===== config.mk =====
export PLATFORM = sky130hd
export DESIGN_NAME = proc_ctrl_core
export DESIGN_NICKNAME = d
export VERILOG_FILES = /design/src/rtl/proc_ctrl_core_pkg.sv /design/src/rtl/proc_regn.sv /design/src/rtl/proc_ctrl_core.sv
export SDC_FILE = /design/constraint.sdc
export NUM_CORES = 1
export LEC_CHECK = 0
export BUFFER_PORTS_ARGS = -buffer_cell sky130_fd_sc_hd__buf_2
export CORE_MARGIN = 4
export CORE_UTILIZATION = 30
export CTS_BUF_LIST = sky130_fd_sc_hd__clkbuf_16
export DETAILED_ROUTE_END_ITERATION = 10
export HOLD_SLACK_MARGIN = 0.02
export SETUP_SLACK_MARGIN = 0.4
export SLEW_MARGIN = 20
export SYNTH_ARGS = -nofsm -noshare
export SYNTH_HDL_FRONTEND = slang
export SYNTH_SLANG_ARGS = --single-unit

===== constraint.sdc =====
create_clock -name CLOCK_50 -period 4.86 [get_ports CLOCK_50]
set_input_delay 0.729 -clock CLOCK_50 [delete_from_list [all_inputs] [get_ports CLOCK_50]]
set_output_delay 0.729 -clock CLOCK_50 [all_outputs]
set_load 0.03 [all_outputs]

===== src/rtl/proc_ctrl_core_pkg.sv =====
// Shared definitions for the simple processor core.
// Holds the opcode values, the sequencer state encoding and the shared-bus
// source selects used by proc_ctrl_core.
package proc_ctrl_core_pkg;

    // Opcodes, IR[8:6]; any value with bit 2 set is a nop.
    localparam logic [2:0] OP_MV  = 3'b000;
    localparam logic [2:0] OP_MVI = 3'b001;
    localparam logic [2:0] OP_ADD = 3'b010;
    localparam logic [2:0] OP_SUB = 3'b011;

    // Sequencer time steps.
    typedef enum logic [1:0] {
        StT0,
        StT1,
        StT2,
        StT3
    } state_e;

    // Shared bus sources.
    typedef enum logic [1:0] {
        BusDin,
        BusRx,
        BusRy,
        BusG
    } bus_sel_e;

endpackage


===== src/rtl/proc_regn.sv =====
// Generic load-enable register with asynchronous active-low clear.
// Used for the general registers R0..R7, the alu operand A, the result G and IR.
// Ports:
//   clk_i   clock
//   rst_ni  asynchronous active-low clear
//   en_i    load enable
//   d_i     data in
//   q_o     registered data out
module proc_regn #(
    parameter int unsigned W = 16
) (
    input  logic         clk_i,
    input  logic         rst_ni,
    input  logic         en_i,
    input  logic [W-1:0] d_i,
    output logic [W-1:0] q_o
);

    logic [W-1:0] q_q;

    always_ff @(posedge clk_i or negedge rst_ni) begin
        if (!rst_ni) begin
            q_q <= '0;
        end else if (en_i) begin
            q_q <= d_i;
        end
    end

    assign q_o = q_q;

endmodule


===== src/rtl/proc_ctrl_core.sv =====
// Instruction sequencer and datapath of the simple processor.
// Fetches a 9-bit instruction (III XXX YYY) from DIN, moves operands over a
// single shared bus, runs add/sub through the alu stage and writes results back
// into an 8-entry register file. Done pulses in the last cycle of every instruction.
// Ports:
//   CLOCK_50  system clock, rising edge
//   Resetn    asynchronous active-low reset
//   Run       start request, only looked at in T0
//   DIN       instruction word in T0, immediate in T1 of mvi
//   Done      high during the final cycle of each instruction
//   BusWires  current value of the shared bus
//   dbg_sel   debug register select
//   dbg_data  combinational read of register dbg_sel
module proc_ctrl_core
    import proc_ctrl_core_pkg::*;
#(
    parameter int unsigned DATA_W = 16,
    parameter int unsigned NREGS  = 8
) (
    input  logic              CLOCK_50,
    input  logic              Resetn,
    input  logic              Run,
    input  logic [DATA_W-1:0] DIN,
    output logic              Done,
    output logic [DATA_W-1:0] BusWires,
    input  logic [2:0]        dbg_sel,
    output logic [DATA_W-1:0] dbg_data
);

    state_e state_q, state_d;
    bus_sel_e bus_sel;

    logic [8:0]        ir_q;
    logic [DATA_W-1:0] a_q, g_q, alu_res;
    logic [DATA_W-1:0] r_q [NREGS];
    logic [NREGS-1:0]  r_en;
    logic              ir_en, a_en, g_en, wr_en;

    logic [2:0] op, rx_sel, ry_sel;

    assign op     = ir_q[8:6];
    assign rx_sel = ir_q[5:3];
    assign ry_sel = ir_q[2:0];

    always_ff @(posedge CLOCK_50 or negedge Resetn) begin
        if (!Resetn) begin
            state_q <= StT0;
        end else begin
            state_q <= state_d;
        end
    end

    always_comb begin
        state_d = state_q;
        bus_sel = BusDin;
        ir_en   = 1'b0;
        a_en    = 1'b0;
        g_en    = 1'b0;
        wr_en   = 1'b0;
        Done    = 1'b0;
        case (state_q)
            StT0: begin
                ir_en = Run;
                if (Run) begin
                    state_d = StT1;
                end
            end
            StT1: begin
                state_d = StT0;
                case (op)
                    OP_MV: begin
                        bus_sel = BusRy;
                        wr_en   = 1'b1;
                        Done    = 1'b1;
                    end
                    OP_MVI: begin
                        bus_sel = BusDin;
                        wr_en   = 1'b1;
                        Done    = 1'b1;
                    end
                    OP_ADD, OP_SUB: begin
                        bus_sel = BusRx;
                        a_en    = 1'b1;
                        state_d = StT2;
                    end
                    default: begin
                        // nop: finish without touching any register
                        Done = 1'b1;
                    end
                endcase
            end
            StT2: begin
                bus_sel = BusRy;
                g_en    = 1'b1;
                state_d = StT3;
            end
            StT3: begin
                bus_sel = BusG;
                wr_en   = 1'b1;
                Done    = 1'b1;
                state_d = StT0;
            end
            default: state_d = StT0;
        endcase
    end

    always_comb begin
        unique case (bus_sel)
            BusDin:  BusWires = DIN;
            BusRx:   BusWires = r_q[rx_sel];
            BusRy:   BusWires = r_q[ry_sel];
            BusG:    BusWires = g_q;
            default: BusWires = DIN;
        endcase
    end

    // alu: IR[6] selects subtract; results wrap modulo 2^DATA_W
    assign alu_res = ir_q[6] ? (a_q - BusWires) : (a_q + BusWires);

    assign r_en     = wr_en ? (NREGS'(1) << rx_sel) : '0;
    assign dbg_data = r_q[dbg_sel];

    proc_regn #(.W(9)) u_ir (
        .clk_i  (CLOCK_50),
        .rst_ni (Resetn),
        .en_i   (ir_en),
        .d_i    (DIN[8:0]),
        .q_o    (ir_q)
    );

    proc_regn #(.W(DATA_W)) u_a (
        .clk_i  (CLOCK_50),
        .rst_ni (Resetn),
        .en_i   (a_en),
        .d_i    (BusWires),
        .q_o    (a_q)
    );

    proc_regn #(.W(DATA_W)) u_g (
        .clk_i  (CLOCK_50),
        .rst_ni (Resetn),
        .en_i   (g_en),
        .d_i    (alu_res),
        .q_o    (g_q)
    );

    for (genvar i = 0; i < NREGS; i++) begin : g_regs
        proc_regn #(.W(DATA_W)) u_r (
            .clk_i  (CLOCK_50),
            .rst_ni (Resetn),
            .en_i   (r_en[i]),
            .d_i    (BusWires),
            .q_o    (r_q[i])
        );
    end

endmodule

==> results.cfg, run 1 <==
[cells_and_area]
final_cells = 1478
nets = 1049
nFillCells = 3382
drive_gt1_share_pct = 28.8
area_growth_pct = 15.4
fin_util_pct = 35.1
design_area_um2 = 12200
mostFrequentLayoutCell = dfrtp_1
final_cell_mix = dfrtp_1, nand2_1, o21ai_0, mux4_2, buf_4

[critical_path]
cp_slowest_cell = mux4_2
worst-path-buf-inv = 1
crit_chain = mux4_2 -> mux2i_2 -> nor2_1 -> nor3_4 -> ha_1 -> nor2_1 -> a21o_1 -> inv_1 -> fa_1 -> nor2b_1 -> o21ai_0 -> a21boi_1 -> o21ai_1 -> a21oi_1 -> o21a_1 -> o31a_1 -> o21a_1 -> o211ai_1
setup.worst_path.start_class = flip-flop
critPathKind = reg -> reg
critical-path-max-stage-delay_ns = 0.54
crit_family = compound AO/OA/AOI/OAI gates
end_kind = flip-flop
cp_max_fo = 9
cp.arrival_ns = 4.48
cp.required_ns = 5.16

[place]
dp_cells = 1439
io_buffer_count = 54
dpl_cell_area_um2 = 11400
routabilityCongestion = 0.801
dp_hpwl_um = 22100

[cts]
cts_tree = done
cts_inserted_buffers = 17
clock_path_buffers = 2
clk_pin_slew_ns = 0.07
htree_levels = 4
ctsHoldBuffers = 0
clock-sinks = 171
ctsRootBufferMaster = clkbuf_16
clock_latency_ns = 0.43

[floorplanning]
dieArea_um2 = 38200
row_count = 68
initial_core_util_pct = 30.5
die_h_um = 195
die_w_um = 195
io-pin-count = 55
coreArea_um2 = 34600

[global_route]
gr-total-overflow = 0
grt_pass1_vias = 7843
grt_pass1_wl_um = 47900
grt_antenna_before_repair = 3
track_usage_pct = 16.1
grt_max_degree = 85

[detailed_routing]
wirelength_um = 30800
drt_iter0_markers = 730
vias = 8022
drtPass1Iterations = 6
ant_nets = 0
wire_per_inst_um = 20.8
via_per_inst = 5.43
drc_errors = 0

[synth]
synth-seq-cells = 171
ys_seq_area_share_pct = 40.6
avgSynthCellArea_um2 = 10.9
synth_nets = 1005
synth-edff-count = 0
synthArstFlopShare_pct = 100
ys_types = 60
syn_area_um2 = 10500
postSynthCellCount = 966
ys.flop_type = dfrtp_1
synth_warnings = 0

[timing]
slew_violations = 0
fin_setup_tns_ns = 0
setup_viol_count_final = 0
min_period_ns = 4.18
rsz0062_at_grt = true
worst_pin_slew_ns = 1.00
skew_ns = 0.0114
hold_viol = 0
timing.fmax_mhz = 239
slew_headroom_pct = 32.9
layout_worst_path_cycle_share_pct = 85.9

[worst_hold_path]
hp-class = in -> async

[status]
status = finished, final reports clean

[run]
maxCapViolations = 0
-- registers in the layout, summed over array words and instances (netlist names), named ones only --
signal          cells
g_regs.u_r.q_o    128
u_a.q_o            16
u_g.q_o            16
u_ir.q_o            9
state_q             1
-- synth_stat cells (all sizes together), types with 3 or more instances --
cell	count	area (um^2)
a211oi	3	22.5
or3	3	18.8
nand3	6	30.0
o31ai	5	37.5
a21o	20	150
nor2b	4	25.0
o21a	6	45.0
xnor2	17	149
o21ai	128	641
o211ai	4	30.0
a32o	13	130
mux2i	52	521
nand4	5	37.5
a21oi	8	40.0
clkbuf	58	218
a22oi	14	105
mux2	41	462
ha	16	200
and3	10	62.6
nor3b	3	22.5
buf	28	191
dfrtp	171	4280
nor2	45	169
a31oi	6	52.6
xor2	6	52.6
inv	22	82.6
mux4	82	1850
nand3b	5	37.5
nor3	18	131
nand2	143	537
-- per-stage QoR --
stage	hold slack (ns)	worst slack (ns)
floorplan	0.433	0.539
global placement	0.460	0.434
detailed placement	0.467	0.353
CTS	0.397	0.416
global route	0.427	0.348
finish	0.352	0.684
-- per-layer routing --
layer	global-route usage (%)	vias up	wire, um	part of all wire [%]
met5	0	-	21	0.068
met4	3.59	4	487	1.6
met1	23.3	4066	13900	45
met2	25.0	267	14400	47
li1	-	3639	-	-
met3	3.07	46	2020	6.6
-- timing repair --
| action | 4_1_cts | 5_1_grt |
|---|---|---|
| gates resized for setup | 4 | 11 |
| setup buffers | 0 | 6 |
| setup endpoints to repair | 4 | 6 |
| gates cloned | 0 | 0 |
-- logic make-up after synthesis --
group | count (synthesis) | share of synthesized area (%)
compound gates | 221 | 13.2
xor+xnor | 23 | 1.91
fa+ha+maj | 17 | 2.09
buf+inv | 109 | 4.70
flops | 171 | 40.6
mux | 175 | 26.8
simple gates | 250 | 10.7
-- cell type report --
| type | instances | area (um^2) | share of cell area (%) |
|---|---|---|---|
| Sequential cell | 171 | 4290 | 35.2 |
| Multi-Input combinational cell | 686 | 5840 | 48.0 |
| Tap cell | 455 | 569 | 4.68 |
| Clock inverter | 14 | 240 | 1.97 |
| Clock buffer | 17 | 425 | 3.50 |
| Timing Repair Buffer | 111 | 721 | 5.92 |
| Inverter | 23 | 86.3 | 0.710 |
| Antenna cell | 1 | 2.50 | 0.0206 |
-- path summary, 6_finish.rpt --
path                       slack, ns                                to  cells after the start                     from
max                             0.68           u_g.q_o[14]$_DFFE_PN0P_                     18  u_ir.q_o[0]$_DFFE_PN0P_
min                             0.35            u_g.q_o[4]$_DFFE_PN0P_                      1                   Resetn
max reg2reg                     0.68           u_g.q_o[14]$_DFFE_PN0P_                     18  u_ir.q_o[0]$_DFFE_PN0P_
min reg2reg                     0.48           u_g.q_o[10]$_DFFE_PN0P_                      2  u_g.q_o[10]$_DFFE_PN0P_
max in group asynchronous       3.52  g_regs[1].u_r.q_o[6]$_DFFE_PN0P_                      2                   Resetn
min in group CLOCK_50           0.48           u_g.q_o[10]$_DFFE_PN0P_                      2  u_g.q_o[10]$_DFFE_PN0P_
Power of run 1 is left out: the tool's default activity adds up to more than one toggle a clock period on the data nets, which glitch-free logic cannot reach.
==> run 2, diff against run 1 <==
--- a/config.mk
+++ b/config.mk
@@ -7,7 +7,7 @@
 export LEC_CHECK = 0
 export BUFFER_PORTS_ARGS = -buffer_cell sky130_fd_sc_hd__buf_2
 export CORE_MARGIN = 4
-export CORE_UTILIZATION = 30
+export CORE_UTILIZATION = 41
 export CTS_BUF_LIST = sky130_fd_sc_hd__clkbuf_16
 export DETAILED_ROUTE_END_ITERATION = 10
 export HOLD_SLACK_MARGIN = 0.02
==> run 2 against run 1 <==
  * Register-to-register slack better by 0.02 ns
  * Global-route usage is 5.2 points higher
  * Count of clock-buffer cells in the layout unchanged
  * Die area shrank 26%
  * First-iteration DRC count decreased by 6.0%
  * Maximum frequency rose by 0.37%
  * Via count is 2.1% lower
  * Core utilization up 12 points
  * Sequential cell count unchanged
  * Cell area down 1.4%
  * Non-clock buffer count is 6 higher
==> results.cfg, run 2 (synthesized netlist as in run 1, its figures left out) <==
[timing]
worst_pin_slew_ns = 0.969
setup_viol_count_final = 0
skew_ns = 0.00967
slew_headroom_pct = 35.4
timing.fmax_mhz = 240
layout_worst_path_cycle_share_pct = 85.6
fin_setup_tns_ns = 0
hold_viol = 0
slew_violations = 0
rsz0062_at_grt = true
min_period_ns = 4.16

[cells_and_area]
final_cell_mix = dfrtp_1, nand2_1, o21ai_0, mux4_2, buf_4
seq_area_um2 = 4290
insertedDiodeCount = 0
area_growth_pct = 13.8
largest_reg_flops = 128
nFillCells = 2310
nets = 1055
multi_input_area_um2 = 5860
mostFrequentLayoutCell = dfrtp_1
drive_gt1_share_pct = 29.7

[run]
maxCapViolations = 0

[cts]
htree_levels = 4
clock-sinks = 171
ctsHoldBuffers = 0
clock_latency_ns = 0.43
cts_inserted_buffers = 17
clk_pin_slew_ns = 0.07
cts_tree = done
clock_path_buffers = 2
ctsRootBufferMaster = clkbuf_16

[floorplanning]
io-pin-count = 55
dieArea_um2 = 28400
die_w_um = 168
row_count = 58
coreArea_um2 = 25300
initial_core_util_pct = 41.8
die_h_um = 168

[detailed_routing]
via_per_inst = 5.78
wire_per_inst_um = 21.7
drc_errors = 0
drt_iter0_markers = 686
wirelength_um = 29500
vias = 7854
drtPass1Iterations = 5
ant_nets = 0

[critical_path]
timing.rr.end = u_g.q_o[15]$_DFFE_PN0P_
end_kind = flip-flop
cp.required_ns = 5.16
ff2ff_path_depth = 17
cp_max_fo = 22
critPathKind = reg -> reg
setup.worst_path.start_class = flip-flop
rrSetupSlack_ns = 0.70
r2r-start = u_ir.q_o[0]$_DFFE_PN0P_
cp.arrival_ns = 4.46

[global_route]
grt_max_degree = 99
grt_antenna_before_repair = 1
grt_pass1_vias = 7925
grt_pass1_wl_um = 46900
gr-total-overflow = 0
track_usage_pct = 21.2

[place]
io_buffer_count = 54
routabilityCongestion = 0.850
dp_hpwl_um = 19800

[status]
status = finished, final reports clean

[worst_hold_path]
hp-class = in -> async
## run 2: layout make-up
| type | instances | share of cell area (%) |
|---|---|---|
| clock buffer | 17 | 3.54 |
| clock inverter | 15 | 1.26 |
| inverter | 23 | 0.719 |
| multi-input combinational | 686 | 48.8 |
| sequential | 171 | 35.7 |
| tap | 330 | 3.44 |
| timing repair buffer | 117 | 6.50 |
## run 2: critical path, stage by stage, from the launching register on
cell	delay, ns
dfrtp_4	0.50
clkbuf_8	0.34
mux4_2	0.55
mux2i_1	0.27
nor2_1	0.12
nor3_4	0.23
inv_1	0.13
nor2_1	0.16
a21oi_1	0.09
xnor2_1	0.13
ha_2	0.39
nand4_1	0.19
a211oi_4	0.32
nor2_1	0.11
a21oi_2	0.16
a211oi_1	0.11
xnor2_1	0.15
o21ai_1	0.07
## run 2: worst max-delay path by stage
stage / end / slack [ns] / startpoint / cells past startpoint
2_1_floorplan: u_g.q_o[12]$_DFFE_PN0P_ / 0.54 / u_ir.q_o[1]$_DFFE_PN0P_ / 20
3_5_place_dp: u_g.q_o[15]$_DFFE_PN0P_ / 0.21 / u_ir.q_o[4]$_DFFE_PN0P_ / 17
6_report: u_g.q_o[15]$_DFFE_PN0P_ / 0.70 / u_ir.q_o[0]$_DFFE_PN0P_ / 17
4_1_cts: u_g.q_o[15]$_DFFE_PN0P_ / 0.42 / u_ir.q_o[0]$_DFFE_PN0P_ / 17
3_3_place_gp: u_g.q_o[13]$_DFFE_PN0P_ / 0.24 / u_ir.q_o[4]$_DFFE_PN0P_ / 17
5_1_grt: u_g.q_o[12]$_DFFE_PN0P_ / 0.38 / u_ir.q_o[0]$_DFFE_PN0P_ / 18
## run 2: metrics by stage
step / instances / instance area [um^2] / setup slack, ns / hold WS (ns) / util [%]
floorplan: 966 / 10500 / 0.539 / 0.433 / -
global placement: 1312 / 11200 / 0.242 / 0.462 / 44.3
detailed placement: 1312 / 11200 / 0.215 / 0.466 / 44.3
CTS: 1344 / 11800 / 0.418 / 0.446 / 46.6
global route: 1359 / 12000 / 0.385 / 0.481 / 47.5
finish: 1359 / 12000 / 0.699 / 0.396 / 47.5
## run 2: routing by layer
| layer | global-route usage, % | part of all wire (%) | wire, um | up-vias |
|---|---|---|---|---|
| met1 | 30.3 | 47 | 13800 | 3950 |
| met5 | 0 | 0.024 | 7 | - |
| li1 | - | - | - | 3649 |
| met2 | 33.0 | 47 | 13700 | 222 |
| met4 | 5.89 | 1.4 | 418 | 2 |
| met3 | 4.46 | 5.4 | 1580 | 31 |
## run 2: repair_timing
action / 4_1_cts / 5_1_grt
endpoints found under the hold margin: 0 / 0
gates resized for setup: 3 / 27
pin swaps: 0 / 6
setup endpoints to repair: 4 / 6
buffers inserted: 0 / 15
Power of run 2 is left out for the same reason.
==> run 3, diff against run 2 <==
--- a/config.mk
+++ b/config.mk
@@ -11,6 +11,7 @@
 export CTS_BUF_LIST = sky130_fd_sc_hd__clkbuf_16
 export DETAILED_ROUTE_END_ITERATION = 10
 export HOLD_SLACK_MARGIN = 0.02
+export PLACE_DENSITY = 0.56
 export SETUP_SLACK_MARGIN = 0.4
 export SLEW_MARGIN = 20
 export SYNTH_ARGS = -nofsm -noshare
==> run 3 against run 2 <==
  * Via count is essentially flat
  * Critical endpoint is now u_g.q_o[12]$_DFFE_PN0P_
  * Maximum frequency fell by 1.8%
  * Clock skew up 0.0066 ns
==> results.cfg, run 3 (synthesized netlist as in run 1, its figures left out) <==
[status]
status = finished, final reports clean

[detailed_routing]
drtPass1Iterations = 5
wirelength_um = 29600
via_per_inst = 5.80
ant_nets = 0
wire_per_inst_um = 21.9
vias = 7848
drt_iter0_markers = 697
drc_errors = 0

[critical_path]
end_kind = flip-flop
cp.arrival_ns = 4.54
r2r-start = u_ir.q_o[2]$_DFFE_PN0P_
rrSetupSlack_ns = 0.62
crit_chain = buf_4 -> mux2i_1 -> nor2_1 -> nor3_2 -> ha_2 -> nor2_1 -> xor2_1 -> ha_1 -> nor2b_1 -> o21ai_0 -> a21boi_1 -> o21ai_1 -> a21oi_1 -> o21a_1 -> o31a_1 -> o311ai_1 -> o211ai_1
critPathKind = reg -> reg
worst-path-buf-inv = 1
setup.worst_path.start_class = flip-flop
cp.required_ns = 5.17
crit_family = compound AO/OA/AOI/OAI gates
critPathMostFrequentCell = nor2_1
timing.rr.end = u_g.q_o[12]$_DFFE_PN0P_
cp_slowest_cell = dfrtp_1
ff2ff_path_depth = 17
cp_max_fo = 11
critical-path-max-stage-delay_ns = 0.69

[global_route]
grt_pass1_vias = 7920
grt_max_degree = 97
grt_antenna_before_repair = 0
gr-total-overflow = 0
grt_pass1_wl_um = 46900
track_usage_pct = 21.2

[timing]
rsz0062_at_grt = false
worst_pin_slew_ns = 0.937
hold_viol = 0
slew_violations = 0
layout_worst_path_cycle_share_pct = 87.2
fin_setup_tns_ns = 0
slew_headroom_pct = 37.5
timing.fmax_mhz = 236
skew_ns = 0.0162
setup_viol_count_final = 0
min_period_ns = 4.24

[cts]
cts_tree = done
clock_path_buffers = 2
htree_levels = 4
cts_inserted_buffers = 17
clock_latency_ns = 0.43
ctsRootBufferMaster = clkbuf_16
ctsHoldBuffers = 0
clock-sinks = 171
clk_pin_slew_ns = 0.07

[place]
routabilityCongestion = 0.832
dp_hpwl_um = 20300
io_buffer_count = 54

[floorplanning]
coreArea_um2 = 25300
initial_core_util_pct = 41.8
dieArea_um2 = 28400
die_h_um = 168
die_w_um = 168
io-pin-count = 55
row_count = 58

[cells_and_area]
largest_reg_flops = 128
nFillCells = 2357
nets = 1049
final_cell_mix = dfrtp_1, nand2_1, o21ai_0, mux4_2, buf_2
insertedDiodeCount = 0
multi_input_area_um2 = 5840
seq_area_um2 = 4290
drive_gt1_share_pct = 29.3
mostFrequentLayoutCell = dfrtp_1
area_growth_pct = 13.0

[worst_hold_path]
hp-class = in -> async

[run]
maxCapViolations = 0
[run 3: worst max path at each step]
stage	slack (ns)	depth (start not counted)	end	start
CTS	0.45	18	u_g.q_o[13]$_DFFE_PN0P_	u_ir.q_o[3]$_DFFE_PN0P_
floorplan	0.54	20	u_g.q_o[12]$_DFFE_PN0P_	u_ir.q_o[1]$_DFFE_PN0P_
global placement	0.38	17	u_g.q_o[13]$_DFFE_PN0P_	u_ir.q_o[4]$_DFFE_PN0P_
global route	0.39	16	u_g.q_o[15]$_DFFE_PN0P_	u_ir.q_o[3]$_DFFE_PN0P_
finish	0.62	17	u_g.q_o[12]$_DFFE_PN0P_	u_ir.q_o[2]$_DFFE_PN0P_
detailed placement	0.24	17	u_g.q_o[13]$_DFFE_PN0P_	u_ir.q_o[4]$_DFFE_PN0P_
[run 3: layer usage]
layer  up-vias  GRT usage [%]  wire [um]  part of all wire, %
li1       3635              -          -                    -
met5         -              0          0                    0
met4         0           4.76        388                  1.3
met3        27           3.43       1270                  4.3
met2       181           33.4      13900                   47
met1      4005           31.2      14000                   47
[run 3: worst register-to-register path, cell delays in order, from the launching register on]
cell	delay, ns
dfrtp_1	0.69
buf_4	0.38
mux2i_1	0.27
nor2_1	0.08
nor3_2	0.18
ha_2	0.24
nor2_1	0.05
xor2_1	0.14
ha_1	0.32
nor2b_1	0.14
o21ai_0	0.23
a21boi_1	0.14
o21ai_1	0.21
a21oi_1	0.12
o21a_1	0.23
o31a_1	0.31
o311ai_1	0.26
o211ai_1	0.13
[run 3: layout make-up]
class / instances / share of cell area (%)
Multi-Input combinational cell: 686 / 49.0
Clock buffer: 17 / 3.57
Sequential cell: 171 / 36.0
Timing Repair Buffer: 111 / 6.32
Tap cell: 330 / 3.46
Inverter: 23 / 0.724
Clock inverter: 15 / 0.966
[run 3: metrics by stage]
stage	area [um^2]	utilization (%)	hold WS, ns	worst slack, ns	instances
floorplan	10500	-	0.433	0.539	966
global route	11900	47.2	0.483	0.390	1353
detailed placement	11200	44.5	0.468	0.242	1313
CTS	11800	46.8	0.459	0.452	1349
global placement	11200	44.5	0.462	0.376	1313
finish	11900	47.2	0.405	0.623	1353
[run 3: repair_timing]
| action | CTS | global route |
|---|---|---|
| pin swaps | 0 | 1 |
| gates resized for setup | 4 | 20 |
| buffers inserted | 4 | 3 |
| endpoints found under the setup margin | 4 | 5 |
Power of run 3 is left out for the same reason.
